`config.mk`:
```
export PLATFORM = sky130hd
export DESIGN_NAME = branch_ctrl
export DESIGN_NICKNAME = d
export VERILOG_FILES = /design/src/rtl/branch_pkg.sv /design/src/rtl/branch_hazard_det.sv /design/src/rtl/branch_ctrl.sv
export SDC_FILE = /design/constraint.sdc
export NUM_CORES = 1
export LEC_CHECK = 0
export ABC_AREA = 1
export CAP_MARGIN = 10
export CORE_MARGIN = 4
export CORE_UTILIZATION = 42
export CTS_CLUSTER_DIAMETER = 80
export DETAILED_ROUTE_END_ITERATION = 8
export GPL_TIMING_DRIVEN = 0
export PLACE_DENSITY = 0.88
export SLEW_MARGIN = 30
export SYNTH_ARGS = -nofsm -noshare
export SYNTH_HDL_FRONTEND = slang
export SYNTH_HIERARCHICAL = 1
export SYNTH_SLANG_ARGS = --single-unit
```
`constraint.sdc`:
```
create_clock -name clk -period 2.8 [get_ports clk]
set_clock_uncertainty 0.05 [all_clocks]
set_input_delay 0.7 -clock clk [delete_from_list [all_inputs] [get_ports clk]]
set_output_delay 0.7 -clock clk [all_outputs]
set_load 0.05 [all_outputs]
```
`src/rtl/branch_pkg.sv`:
```
// Shared constants for the ID-stage branch path: opcodes (also used by the
// branch resolver), controller FSM encoding, and the stats counter width.
package branch_pkg;

   localparam logic [5:0] BEQ  = 6'b000100;
   localparam logic [5:0] BNE  = 6'b000101;
   localparam logic [5:0] JUMP = 6'b000010;

   typedef enum logic [1:0] {
      S_IDLE  = 2'd0,
      S_STALL = 2'd1,
      S_REDIR = 2'd2
   } br_state_t;

   localparam int STATS_W = 16;

   // Saturating increment for the optional statistics counters.
   function automatic logic [STATS_W-1:0] sat_inc(input logic [STATS_W-1:0] v);
      return (v == '1) ? v : v + STATS_W'(1);
   endfunction

endpackage

```
`src/rtl/branch_hazard_det.sv`:
```
// Pure combinational decode, operand-hazard and MEM-forward selection for an
// ID-stage comparator. Shared with the load-use unit, so it holds no state.
module branch_hazard_det
   import branch_pkg::*;
#(
   parameter int REG_W = 5
) (
   input  logic             i_id_valid,
   input  logic [5:0]       i_id_opcode,
   input  logic [REG_W-1:0] i_id_rs,
   input  logic [REG_W-1:0] i_id_rt,
   input  logic             i_ex_regwrite,
   input  logic [REG_W-1:0] i_ex_rd,
   input  logic             i_mem_regwrite,
   input  logic             i_mem_memread,
   input  logic [REG_W-1:0] i_mem_rd,
   output logic             o_is_cond,
   output logic             o_is_jump,
   output logic             o_hazard,
   output logic             o_fwd_a,
   output logic             o_fwd_b
);

   logic w_rs_nz;
   logic w_rt_nz;
   logic w_ex_hit;
   logic w_mem_load_hit;
   logic w_mem_alu;

   assign o_is_cond = i_id_valid & ((i_id_opcode == BEQ) | (i_id_opcode == BNE));
   assign o_is_jump = i_id_valid & (i_id_opcode == JUMP);

   // Register 0 is hard-wired, so it never creates a dependency.
   assign w_rs_nz = |i_id_rs;
   assign w_rt_nz = |i_id_rt;

   assign w_ex_hit = i_ex_regwrite &
                     ((w_rs_nz & (i_ex_rd == i_id_rs)) |
                      (w_rt_nz & (i_ex_rd == i_id_rt)));

   assign w_mem_load_hit = i_mem_regwrite & i_mem_memread &
                           ((w_rs_nz & (i_mem_rd == i_id_rs)) |
                            (w_rt_nz & (i_mem_rd == i_id_rt)));

   assign o_hazard = o_is_cond & (w_ex_hit | w_mem_load_hit);

   assign w_mem_alu = o_is_cond & i_mem_regwrite & ~i_mem_memread & (|i_mem_rd);
   assign o_fwd_a   = w_mem_alu & (i_mem_rd == i_id_rs);
   assign o_fwd_b   = w_mem_alu & (i_mem_rd == i_id_rt);

endmodule

```
`src/rtl/branch_ctrl.sv`:
```
// Branch sequencing controller: stalls on operand hazards, selects MEM forwarding,
// captures the resolver result and issues a one-cycle PC redirect with IF/ID flush.
// Optional statistics counters are enabled by defining BRANCH_CTRL_STATS_EN.
module branch_ctrl
   import branch_pkg::*;
#(
   parameter int PC_WIDE = 7,
   parameter int REG_W   = 5
) (
   input  logic               clk,
   input  logic               rst,
   input  logic               hold,
   input  logic               id_valid,
   input  logic [5:0]         id_opcode,
   input  logic [REG_W-1:0]   id_rs,
   input  logic [REG_W-1:0]   id_rt,
   input  logic               ex_regwrite,
   input  logic [REG_W-1:0]   ex_rd,
   input  logic               mem_regwrite,
   input  logic               mem_memread,
   input  logic [REG_W-1:0]   mem_rd,
   input  logic               br_taken,
   input  logic [PC_WIDE-1:0] br_pc,
   output logic               fwd_a,
   output logic               fwd_b,
   output logic               stall,
   output logic               pc_load,
   output logic [PC_WIDE-1:0] pc_target,
   output logic               flush_ifid
`ifdef BRANCH_CTRL_STATS_EN
   ,
   output logic [STATS_W-1:0] br_cnt,
   output logic [STATS_W-1:0] br_taken_cnt,
   output logic [STATS_W-1:0] stall_cnt
`endif
);

   br_state_t          r_state;
   logic [PC_WIDE-1:0] r_pc_target;
   logic               r_pc_load;
   logic               r_flush_ifid;

   logic w_is_cond;
   logic w_is_jump;
   logic w_hazard;
   logic w_fwd_a;
   logic w_fwd_b;
   logic w_in_redir;
   logic w_stall;
   logic w_resolve;
   logic w_redirect;

   branch_hazard_det #(
      .REG_W (REG_W)
   ) u_hazard_det (
      .i_id_valid     (id_valid),
      .i_id_opcode    (id_opcode),
      .i_id_rs        (id_rs),
      .i_id_rt        (id_rt),
      .i_ex_regwrite  (ex_regwrite),
      .i_ex_rd        (ex_rd),
      .i_mem_regwrite (mem_regwrite),
      .i_mem_memread  (mem_memread),
      .i_mem_rd       (mem_rd),
      .o_is_cond      (w_is_cond),
      .o_is_jump      (w_is_jump),
      .o_hazard       (w_hazard),
      .o_fwd_a        (w_fwd_a),
      .o_fwd_b        (w_fwd_b)
   );

   // In REDIR the ID stage holds a wrong-path instruction, so it is ignored.
   assign w_in_redir = (r_state == S_REDIR);
   assign w_stall    = ~w_in_redir & w_hazard;
   assign w_resolve  = ~w_in_redir & ~w_hazard & (w_is_cond | w_is_jump);
   assign w_redirect = w_resolve & br_taken;

   // NOTE: sequential state uses non-blocking (<=) so every flop samples the
   // pre-edge values; blocking here would create order-dependent simulation.
   always_ff @(posedge clk or negedge rst) begin
      if (!rst) begin
         r_state      <= S_IDLE;
         r_pc_target  <= '0;
         r_pc_load    <= 1'b0;
         r_flush_ifid <= 1'b0;
      end else if (!hold) begin
         r_pc_load    <= 1'b0;
         r_flush_ifid <= 1'b0;
         unique case (r_state)
            S_IDLE, S_STALL: begin
               if ((r_state == S_STALL) && !id_valid) begin
                  r_state <= S_IDLE;
               end else if (w_hazard) begin
                  r_state <= S_STALL;
               end else if (w_redirect) begin
                  r_state      <= S_REDIR;
                  r_pc_target  <= br_pc;
                  r_pc_load    <= 1'b1;
                  r_flush_ifid <= 1'b1;
               end else begin
                  r_state <= S_IDLE;
               end
            end
            S_REDIR: r_state <= S_IDLE;
            default: r_state <= S_IDLE;
         endcase
      end
   end

   // Combinational outputs are masked while reset is asserted.
   assign stall      = rst & w_stall;
   assign fwd_a      = rst & ~w_in_redir & w_fwd_a;
   assign fwd_b      = rst & ~w_in_redir & w_fwd_b;
   assign pc_load    = r_pc_load;
   assign flush_ifid = r_flush_ifid;
   assign pc_target  = r_pc_target;

`ifdef BRANCH_CTRL_STATS_EN
   logic [STATS_W-1:0] r_br_cnt;
   logic [STATS_W-1:0] r_br_taken_cnt;
   logic [STATS_W-1:0] r_stall_cnt;

   always_ff @(posedge clk or negedge rst) begin
      if (!rst) begin
         r_br_cnt       <= '0;
         r_br_taken_cnt <= '0;
         r_stall_cnt    <= '0;
      end else if (!hold) begin
         if (w_resolve)  r_br_cnt       <= sat_inc(r_br_cnt);
         if (w_redirect) r_br_taken_cnt <= sat_inc(r_br_taken_cnt);
         if (w_stall)    r_stall_cnt    <= sat_inc(r_stall_cnt);
      end
   end

   assign br_cnt       = r_br_cnt;
   assign br_taken_cnt = r_br_taken_cnt;
   assign stall_cnt    = r_stall_cnt;
`endif

endmodule
```
After elaboration in Yosys (flattened, before gate mapping)
Cells that the tools add are included.

Register bits after elaboration: 10. Bits of input ports: 41. Output and inout bits: 12. Logic and storage cells: 61.

Equal/unequal tests: 9. Mux-type cells: 8. Bitwise logic cells: 33. Reductions and logical operators: 8.

Operators by type and width (count): 1-bit bitwise AND (23); 5-bit equality test (4); 5-bit OR reduction (3); 6-bit by 3-bit equality test with 1-bit output, second input constant (2); 2-bit two-way mux (4); 6-bit by 2-bit equality test with 1-bit output, second input constant (1); 1-bit NOT (5); 1-bit bitwise OR (5); 5-bit AND reduction (1); 1-bit two-way mux (4); 2-bit by 1-bit equality test with 1-bit output, second input constant (1); 2-bit equality test, second input constant (1); 2-bit logical NOT (1); 2-bit OR reduction (1); 1-bit logical AND (1); 1-bit logical NOT (1).

Depth between registers and ports, before layout
Depth in word-level cells: 14. Gate-level depth with buffers: 14. Gate-level depth less buffers: 14.

Modules after synthesis
The synthesis kept the hierarchy.

Modules (own cells, without submodules): branch_ctrl (instances 1, cells an instance 63, area each 504.2 um^2); branch_hazard_det (instances 1, cells an instance 95, area each 464.2 um^2).

Worst setup path before layout
No wires, ideal clock.

Path type: input to output. Start point: in mem_rd[3]. End point: out stall. Arrival: 2.036 ns. Setup slack: 0.014 ns. Stages: 10. Path through: inv_1 > nand2_1 > nand2_1 > nor2_2 > nand4_1 > nand2_1 > nand2_1 > a21oi_2 > inv_1 > nor2_1.

Word-level cells in the longest chain between the ends: 8.

RTL lines: from (decl) (line branch_ctrl.sv:21) `input logic [REG_W-1:0] mem_rd,`; 5-bit equality test (on tied branches) (line branch_hazard_det.sv:42, branch_hazard_det.sv:43); 1-bit bitwise AND (on tied branches) (line branch_hazard_det.sv:42, branch_hazard_det.sv:43); 1-bit bitwise OR (*) (line branch_hazard_det.sv:42) `((w_rs_nz & (i_mem_rd == i_id_rs)) |`; 1-bit bitwise AND (*) (line branch_hazard_det.sv:41) `assign w_mem_load_hit = i_mem_regwrite & i_mem_memread &`; 1-bit bitwise OR (*) (line branch_hazard_det.sv:45) `assign o_hazard = o_is_cond & (w_ex_hit | w_mem_load_hit);`; 1-bit bitwise AND (*) (line branch_hazard_det.sv:45); via w_hazard (line branch_ctrl.sv:45) `logic w_hazard;`; 1-bit bitwise AND (*) (line branch_ctrl.sv:74) `assign w_stall = ~w_in_redir & w_hazard;`; 1-bit bitwise AND (*) (line branch_ctrl.sv:111) `assign stall = rst & w_stall;`; to (decl) (line branch_ctrl.sv:26) `output logic stall,`.

Mark *: on every way through the listed nets, which the timed path passes. The rest lies on a longest branch.

Worst setup path in the final report
Start point: in id_rt[3]. End point: out stall.

Word-level cells in the longest chain between the ends: 8.

RTL lines: from (decl) (line branch_ctrl.sv:16) `input logic [REG_W-1:0] id_rt,`; 5-bit equality test, or another cell as far along (line branch_hazard_det.sv:39) `(w_rt_nz & (i_ex_rd == i_id_rt)));`; 1-bit bitwise AND (on tied branches) (line branch_hazard_det.sv:39, branch_hazard_det.sv:43); 1-bit bitwise OR (on tied branches) (line branch_hazard_det.sv:38, branch_hazard_det.sv:42); 1-bit bitwise AND (on tied branches) (line branch_hazard_det.sv:37, branch_hazard_det.sv:41); 1-bit bitwise OR (*) (line branch_hazard_det.sv:45); 1-bit bitwise AND (*) (line branch_hazard_det.sv:45); via w_hazard (line branch_ctrl.sv:45); 1-bit bitwise AND (*) (line branch_ctrl.sv:74); 1-bit bitwise AND (*) (line branch_ctrl.sv:111).

Marked as above.

==> reports/summary.json <==
{
  "sequentialPowerShare": 0.325,
  "outcome": "complete, no violations",
  "max_clock_freq_mhz": 367,
  "clock_pin_slew_on_the_worst_setup_and_hold_paths_ns": 0.06,
  "critical_path_class": "input port to output port",
  "antenna_left": 0,
  "min_path_type": "input port to asynchronous set/reset pin",
  "grt_most_used_layer": "met2",
  "globalRouteTotalUtil": 0.189,
  "initial_core_util": 0.438,
  "worst_case_headroom_to_the_max_slew_limit": 0.652,
  "yosys.area.top_type_share": 0.233,
  "met2_usage": 0.361,
  "post_layout_nonfiller_instances": 248,
  "antenna_cells_inserted": 0,
  "post-place-cells": 238,
  "clock_latency_ns": 0.26,
  "leakage_power_figure_nw": 0.842,
  "report.final.slew_viol_count": 0,
  "dr_total_vias": 1214,
  "clock_tree_from_tritoncts": "done",
  "grt.overflow.total": 0,
  "gp_congestion": 0.851,
  "tns_ns": 0,
  "cell_area_after_technology_mapping_um2": 968,
  "max-cap-violations": 0,
  "crit_buf_inv": 4,
  "synth_top_cell_by_area": "dfrtp_1",
  "power_density_nw_per_um2": 291,
  "crit_path_frequent_cell": "nand2_1",
  "syn_inst": 158,
  "share_of_synthesized_area_occupied_by_flip_flops_and_latches": 0.233,
  "cts.sink_count": 9,
  "die-area_um2": 3140,
  "gr_layer_usage_met3": 0.0464,
  "worst-slew-pin-transition_ns": 0.520,
  "cpLargestDelayFamily": "simple AND/OR/NAND/NOR gates",
  "fillers": 175,
  "synth_net_count": 199,
  "postRouteWirelength_um": 3100,
  "comb_power_share": 0.453,
  "cts.root.buffer_cell": "clkbuf_4",
  "fp.coreArea_um2": 2210,
  "power.net_switching_w": 0.000174,
  "worstReg2RegEnd": "pc_target[3]",
  "critical_path_arrival_ns": 1.98,
  "r2r_slack_ns": 1.60,
  "peakVddDrop_uv": 426,
  "cts_htree_levels": 1,
  "synth.ff_latch_count": 9,
  "die_h_um": 56.0,
  "first_pass_iters": 4,
  "slowest_stage": "clkdlybuf4s15_1",
  "grt_max_degree": 11,
  "crit_path_max_fo": 3,
  "antenna_found_initial": 0,
  "path_cells": "clkdlybuf4s15_1, inv_2, nand2_1, nand2_1, nor2_2, nand4_1, nand2_1, nand2_1, a21oi_2, inv_2, nor2_4, buf_8",
  "timing.final.crit_period_ns": 2.73,
  "rr_startpoint": "r_state[1]",
  "ys_top_cells_by_area": "dfrtp_1, nand2_1, xnor2_1",
  "fin_crit_sh": 0.974,
  "final_setup_violation_count": 0,
  "cell_internal_pwr_w": 0.000285,
  "post_route_cells_drive_above_1_share": 0.291,
  "floorplan.die.width_um": 56.0,
  "critical_path.max_stage_delay_ns": 0.23,
  "cts.path.max_buffers": 2,
  "wire_per_inst_um": 12.5,
  "rows": 17,
  "dp_hpwl_um": 2410,
  "report.final.hold_viol_count": 0,
  "post_drt_via_cell_ratio": 4.90,
  "yosys_warnings": 6,
  "critPathRequiredTime_ns": 2.05,
  "netSwitchingFraction": 0.379,
  "sort_of_element_at_the_end_of_the_critical_path": "output port",
  "port_buffers": 52,
  "global_route.usage.met1": 0.194,
  "first_global_vias": 1217,
  "worstSetupStartpointType": "input port",
  "cts_made_buffers": 3,
  "number_of_top_level_pins": 53,
  "drc": 0,
  "syn_avg_cell_area_um2": 6.13,
  "rr_worst_depth": 6,
  "area.growth.synth_to_final_pct": 62.9,
  "finalNetCount": 262,
  "holdWs_ns": 0.328,
  "power.share.clock": 0.222,
  "synth.distinct_cells": 22,
  "dr_iter_0_viols": 24,
  "grt_pass1_wl_um": 4860
}
[power by group through the flow]
| stage | clock network (W) | logic, W | registers, W |
|---|---|---|---|
| floorplan | 0 | 0.0000648 | 0.000191 |
| global placement | 0 | 0.000207 | 0.000150 |
| detailed placement | 0 | 0.000213 | 0.000151 |
| CTS | 0.000103 | 0.000205 | 0.000148 |
| global route | 0.000112 | 0.000223 | 0.000150 |
| finish | 0.000102 | 0.000208 | 0.000149 |
[sequential cells by signal, summed over array words and instances, names as in the netlist]
name       count
pc_target      7
r_state        2
[what timing repair did]
action                                  in CTS  in global routing
hold buffers                                 0                  0
pin swaps                                    5                 17
gates cloned                                 0                  0
buffers inserted                             3                  3
gates resized for setup                     47                 48
endpoints found under the setup margin       3                  3
[synthesized netlist by cell type]
master / count
nand2_1: 57
inv_1: 17
nor2_1: 16
xnor2_1: 10
dfrtp_1: 9
inv_2: 9
nand3_1: 9
nor2_2: 9
nand4_1: 6
xor2_1: 3
nand2_2: 2
a21oi_2: 1
buf_4: 1
clkinv_1: 1
nand2_4: 1
nand3_4: 1
nor2_4: 1
nor2_8: 1
nor4_1: 1
o2111ai_1: 1
o21ai_1: 1
o22ai_1: 1
[layout make-up]
type                            instances  area, um^2  share of cell area
Buffer                                  1        7.51             0.00476
Clock buffer                            4        26.3              0.0167
Inverter                               27         103              0.0650
Multi-Input combinational cell        121         674               0.427
Sequential cell                         9         225               0.143
Tap cell                               28        35.0              0.0222
Timing Repair Buffer                   58         507               0.321
[worst max path at each step]
| stage | startpoint | endpoint | depth (start not counted) |
|---|---|---|---|
| after floorplan | mem_rd[3] | stall | 10 |
| after global placement | id_rs[0] | stall | 12 |
| after detailed placement | id_rs[0] | stall | 12 |
| after CTS | rst | fwd_b | 4 |
| after global routing | mem_rd[3] | stall | 12 |
| final | id_rt[3] | stall | 12 |
[logic make-up (layout without fill, tap and decap cells)]
kind of cell              after synthesis  count (layout)  synth area share
AOI/OAI and AO/OA                       4               4            0.0297
xor gates and xnor gates               13              13             0.118
buffers and inverters                  28              90             0.112
DFF                                     9               9             0.233
and+or+nand+nor                       104             104             0.508
[placed cells by master (no fill, tap or decap), types with 8 or more instances in the layout]
cell and n:
dfrtp_1 9, buf_4 8, nor2_2 11, clkdlybuf4s50_1 22, nor2_1 13, xnor2_1 9
inv_2 13, clkbuf_2 15, nand3_1 9, inv_1 13, nand2_1 56
[metrics by stage]
stage / setup WS, ns / total power, W / cell area (um^2) / utilization
global placement: -0.915 / 0.000357 / 1520 / 0.689
detailed placement: -0.974 / 0.000364 / 1520 / 0.689
global route: -0.0401 / 0.000486 / 1580 / 0.713
floorplan: 0.0138 / 0.000256 / 968 / -
CTS: 0.0125 / 0.000456 / 1560 / 0.706
finish: 0.0729 / 0.000458 / 1580 / 0.713
[per-layer routing]
| layer | vias up | routed length (um) | share of wire |
|---|---|---|---|
| li1 | 610 | - | - |
| met1 | 552 | 1140 | 0.37 |
| met2 | 45 | 1720 | 0.55 |
| met3 | 7 | 194 | 0.063 |
| met4 | 0 | 44 | 0.014 |
| met5 | - | 0 | 0 |
(Power assumes the default switching activity.)
